--- src/rtl/pc_pipe.sv ---
// Program-counter unit: fetch address generation, PC pipeline to the resolve stage,
// branch/jump redirect with per-stage validity. Optional PC_ALIGN_TRAP_EN traps misaligned targets.
module pc_pipe #(
    parameter int unsigned      WIDTH      = 32,
    parameter int unsigned      DEPTH      = 2,
    parameter logic [WIDTH-1:0] RESET_ADDR = '0,
    parameter logic [WIDTH-1:0] TRAP_ADDR  = WIDTH'(32'h0000_0100)
) (
    input  logic             clk,
    input  logic             reset,
    input  logic             stall,
    input  logic             branch,
    input  logic [WIDTH-1:0] baddr,
    input  logic             jump,
    input  logic [WIDTH-1:0] jaddr,
    output logic [WIDTH-1:0] pc,
    output logic             pc_valid,
    output logic [WIDTH-1:0] link,
    output logic             flush,
    output logic             misalign
);

    localparam logic [WIDTH-1:0] STEP = WIDTH'(4);

    logic [WIDTH-1:0] pc_q [0:DEPTH];
    logic [DEPTH:0]   v_q;
    logic             redir_q;
    logic [WIDTH-1:0] tgt_q;

    logic             capture;
    logic [WIDTH-1:0] tgt_raw;
    logic [WIDTH-1:0] tgt_next;
    logic             tgt_misaligned;

    // Only a valid resolve-stage instruction may redirect, and only one redirect in flight.
    assign capture        = ~stall & ~redir_q & v_q[DEPTH] & (jump | branch);
    assign tgt_raw        = jump ? jaddr : link + baddr;
    assign tgt_misaligned = |tgt_raw[1:0];

`ifdef PC_ALIGN_TRAP_EN
    logic mis_q;

    assign tgt_next = tgt_misaligned ? TRAP_ADDR : tgt_raw;
    assign misalign = mis_q;

    always_ff @(posedge clk) begin
        if (reset) begin
            mis_q <= 1'b0;
        end else if (!stall) begin
            mis_q <= capture & tgt_misaligned;
        end
    end
`else
    logic unused_trap;

    assign tgt_next    = {tgt_raw[WIDTH-1:2], 2'b00};
    assign misalign    = 1'b0;
    assign unused_trap = ^{TRAP_ADDR, tgt_misaligned};
`endif

    always_ff @(posedge clk) begin
        if (reset) begin
            pc_q[0] <= RESET_ADDR;
            for (int i = 1; i <= DEPTH; i++) begin
                pc_q[i] <= '0;
            end
            v_q     <= (DEPTH+1)'(1);
            redir_q <= 1'b0;
            tgt_q   <= '0;
        end else if (!stall) begin
            for (int i = 1; i <= DEPTH; i++) begin
                pc_q[i] <= pc_q[i-1];
            end
            if (redir_q) begin
                pc_q[0] <= tgt_q;
                redir_q <= 1'b0;
            end else begin
                pc_q[0] <= pc_q[0] + STEP;
            end
            v_q <= {v_q[DEPTH-1:0], redir_q | v_q[0]};
            // A capture squashes every stage, overriding the shift above.
            if (capture) begin
                redir_q <= 1'b1;
                tgt_q   <= tgt_next;
                v_q     <= '0;
            end
        end
    end

    assign pc       = pc_q[0];
    assign pc_valid = v_q[0] & ~redir_q;
    assign link     = pc_q[DEPTH] + STEP;
    assign flush    = redir_q;

endmodule

--- config.mk ---
export PLATFORM = sky130hd
export DESIGN_NAME = pc_pipe
export DESIGN_NICKNAME = d
export VERILOG_FILES = /design/src/rtl/pc_pipe.sv
export SDC_FILE = /design/constraint.sdc
export NUM_CORES = 1
export LEC_CHECK = 0
export BUFFER_PORTS_ARGS = -buffer_cell sky130_fd_sc_hd__buf_2
export CAP_MARGIN = 20
export CORE_UTILIZATION = 41
export DETAILED_ROUTE_END_ITERATION = 12
export PLACE_DENSITY = 0.67
export SLEW_MARGIN = 5
export SYNTH_ARGS = -nofsm -noshare
export SYNTH_HDL_FRONTEND = slang
export SYNTH_SLANG_ARGS = --single-unit
export TNS_END_PERCENT = 20
--- constraint.sdc ---
create_clock -name clk -period 10.4 [get_ports clk]
set_input_delay 2.08 -clock clk [delete_from_list [all_inputs] [get_ports clk]]
set_output_delay 2.08 -clock clk [all_outputs]
set_load 0.005 [all_outputs]
* Yosys cells after proc, flatten, opt, wreduce, memory -nomap -nowiden
Memory sizes are Yosys's and may differ from the RTL's.
Index checks and enable logic that the tools add are counted.
** Storage, ports and cells
- Memories :: 1
- Word-level logic and storage cells :: 40
- Bits in writable memories :: 96
- Input port bits :: 69
- Output and inout port bits :: 67
- Flip-flop bits (word level) :: 34
** Operators by class
- Bitwise logic cells :: 12
- Add/subtract/negate cells :: 3
- Muxes and demuxes :: 20
- Reduce and logical (&&, ||, !) cells :: 1
** Memory list
- pc_q :: depth 3, width 32, read ports 3, clocked after Yosys merged registers in 0, wr ports 3, RTL line 25 : logic [WIDTH-1:0] pc_q [0:DEPTH];
** Operators with widths (count)
- 2-to-1 mux 32 bit :: 5
- adder 32 x 3 -> 32 bit, second input constant :: 2
- adder 32 bit :: 1
- 2-to-1 mux 1 bit :: 14
- OR 1 bit :: 6
- bitwise AND 1 bit :: 4
- 2-to-1 mux 3 bit :: 1
- NOT 1 bit :: 2
- AND reduction 2 bit :: 1

* Depth between registers and ports, before layout
- Word-level depth :: 6
- Depth in mapped cells :: 15
- Mapped depth without buffers :: 14

* Least setup slack after synthesis
Ideal clock, no wire load.
- Path kind :: input -> register
- Start point :: input reset
- End point :: memory pc_q[0][10] (enable)
- Path buffers :: 1
- Data required time :: 9.949 ns
- Data arrival time :: 4.318 ns
- Slack :: 5.631 ns
- Stages on the path :: 3
- Library setup time :: 0.451 ns
- Cells stage by stage :: clkbuf_1 -> inv_1 -> nand2_1
** RTL lines
- start: declaration :: RTL line 10 : input logic reset,
- end: declaration :: RTL line 25

==> results.md <==
- RSZ-0062 raised after global routing: false
- Syn avg cell area: 9.40 um^2
- Clock Tree Root: clkbuf_16
- Initial DRT Pass Iterations: 5
- Synth warnings: 0
- Max-cap violations: 0
- PortBufs: 126
- Netlist cell types: 59
- Post-synth top flop: edfxtp_1
- Synth area leader: edfxtp_1
- Cells after Synth: 843
- Crit Path Category: reg2out
- Largest net degree at the start of global routing: 64
- Longest Clk Path Bufs: 2
- Die Area: 0.0199 mm^2
- Grt ovf: 0
- Antenna Nets Post-Route: 0
- Critical Path RT: 8320 ps
- WL/cell: 17.0 um
- VDD IR-drop max: 0.0000982 V
- Status: complete, no violations
- CTS H-tree lvls: 4
- Rows: 50
- Min cycle time layout: 4430 ps
- LEAKAGE: 3.81 nW
- Worst Max-Slew Pin Slew: 961 ps
- Antenna diodes: 0
- Smallest hold slack: 470 ps
- Final Power: 1.37 mW
- FMAX: 226 MHz
- Core area: 0.0188 mm^2
- Critical path fanouts, max: 6
- Drt drc: 0
- EDFF count, synth: 90
- Final setup vio count: 0
- GPL Wtd Cong: 0.874
- CTS buffer count: 17
- Via count of the routed design: 6350
- Post-synthesis sequential area ratio: 42.7%
- TNS Setup: 0 ps
- DRT iter0 DRCs: 461
- Area delta synth->final: 15.1%
- Die W: 141 um
- Tcrit/Tclk final: 42.6%
- Most frequent cells in the layout: buf_2, edfxtp_1, nand2_1
- Initial antenna violation count: 0
- All-layer global routing usage: 20.9%
- Post-synth ARST share: 0%
- Critical Path Sink Type: primary output
- Clk_skew: 9.29 ps
- First-pass GRT wire length: 32.1 mm
- Starting Density: 42.1%
- Vias/cell: 5.31
- Pwr Density: 150 mW/mm^2
- Final Hold Vio Count: 0
- Share of the synthesized area in the top cell type: 34.1%
- Most common cell after layout, fill and taps aside: buf_2
- Slew Viols, Final: 0
- Setup bufs post-CTS: 0
- Die height: 141 um
- Share of layout cells above drive strength 1: 18.8%
- Yosys reg bits: 124
- CTS sink count: 124
- Total Wirelength: 20.3 mm
- Vias in the first global route: 5971
- Worst-path clk slew: 50 ps
- Ports: 136
- CTS tree: built
- Hold WC Path Type: reg2reg
- Mapped Area: 0.00792 mm^2
- Top post-synthesis cells by area: edfxtp_1, dfxtp_1, xnor2_1
- Worst-skew pair later-pin latency: 410 ps
- Final HPWL DP: 15.1 mm
- CP Launch Type: flip-flop
- Slew HR: 35.7%
- # hold bufs at CTS: 0
- Arrival time worst endpoint: 2350 ps
- # resized after CTS: 0
- Layout Nets: 1030
- R2R Setup Slk: 6620 ps
## logic make-up (layout without fill, tap and decap cells)
logic type | count (synthesis) | after routing | share of synthesized area, %
xor gates and xnor gates | 79 | 79 | 8.73
and+or+nand+nor | 316 | 316 | 20.4
muxes | 7 | 7 | 0.884
other | 1 | 5 | 0.0473
buffers and inverters | 86 | 175 | 6.06
adders and majority gates | 36 | 36 | 5.78
DFF | 124 | 124 | 42.7
AOI/OAI and AO/OA | 194 | 194 | 15.3
## critical path, cell delays in order (launching register included)
cell	delay (ps)
edfxtp_1	440
nand4_1	190
nor2_1	240
and4_1	330
and3_1	240
nand2_1	80
xnor2_1	240
buf_2	170
## cell type report
class / count / area [um^2]
flip-flops and latches: 124 / 3380
repair buffers: 132 / 696
well taps: 260 / 325
inverters: 13 / 48.8
fillers: 1805 / 9710
clock inverters: 8 / 118
clock buffers: 22 / 464
multi-input cells: 637 / 4090
## cell usage after synthesis (2+ instances only)
cell and n:
o21ai_0 39, buf_6 2, o211a_1 5, nor2_1 70, a221oi_1 4, xor2_1 25
a31oi_1 3, dfxtp_1 34, and3_2 2, or4_1 2, and2_1 59, and2_2 2
a211o_1 3, a21o_1 9, a311oi_1 8, xnor2_1 54, clkbuf_1 30, buf_1 4
nand4_1 19, or2_2 2, a21oi_1 76, inv_1 13, o21ai_1 4, o21a_1 5
o21bai_1 8, nand3_1 28, buf_4 35, o31ai_1 2, mux2i_1 7, nand3b_1 2
or3_1 11, a211oi_1 16, edfxtp_1 90, nor2b_1 5, ha_1 35, and4_1 8
and3_1 11, o211ai_1 6, nor3_1 5, nand2_1 81
## worst paths after layout
check,start,to,cells past startpoint
setup reg to reg,pc_q[0][68]$_SDFFCE_PN0P_,tgt_q[30]$_SDFFE_PP0P_,12
hold / removal,tgt_q[4]$_SDFFE_PP0P_,tgt_q[4]$_SDFFE_PP0P_,2
setup / recovery,pc_q[0][68]$_SDFFCE_PN0P_,link[30],7
hold reg to reg,tgt_q[4]$_SDFFE_PP0P_,tgt_q[4]$_SDFFE_PP0P_,2
## metal layers
layer | global-route usage (%) | wire, um
met3 | 3.43 | 1060
met1 | 29.5 | 9750
met2 | 32.6 | 9110
met5 | 0 | 0
met4 | 6.98 | 382
## sequential cells by signal, indices dropped and copies added (netlist names)
register and cells:
tgt_q 30, pc_q 90, v_q 3, flush 1
## per-stage QoR
step,std cells,utilization (%),worst slack (ps),cell area [um^2]
3_3_place_gp,1165,45.2,5850,8510
3_5_place_dp,1166,45.4,5820,8540
5_1_grt,1196,48.4,5820,9120
2_1_floorplan,847,-,5630,7940
4_1_cts,1196,48.4,6000,9120
6_report,1196,48.4,5970,9120
## where the power goes
group | internal (mW) | leakage [nW] | switching, mW
Combinational | 0.0827 | 2.25 | 0.122
Sequential | 0.558 | 1.27 | 0.0236
Clock | 0.385 | 0.286 | 0.201
Total | 1.03 | 3.81 | 0.346
No activity file was read; power rests on OpenSTA's default activity.
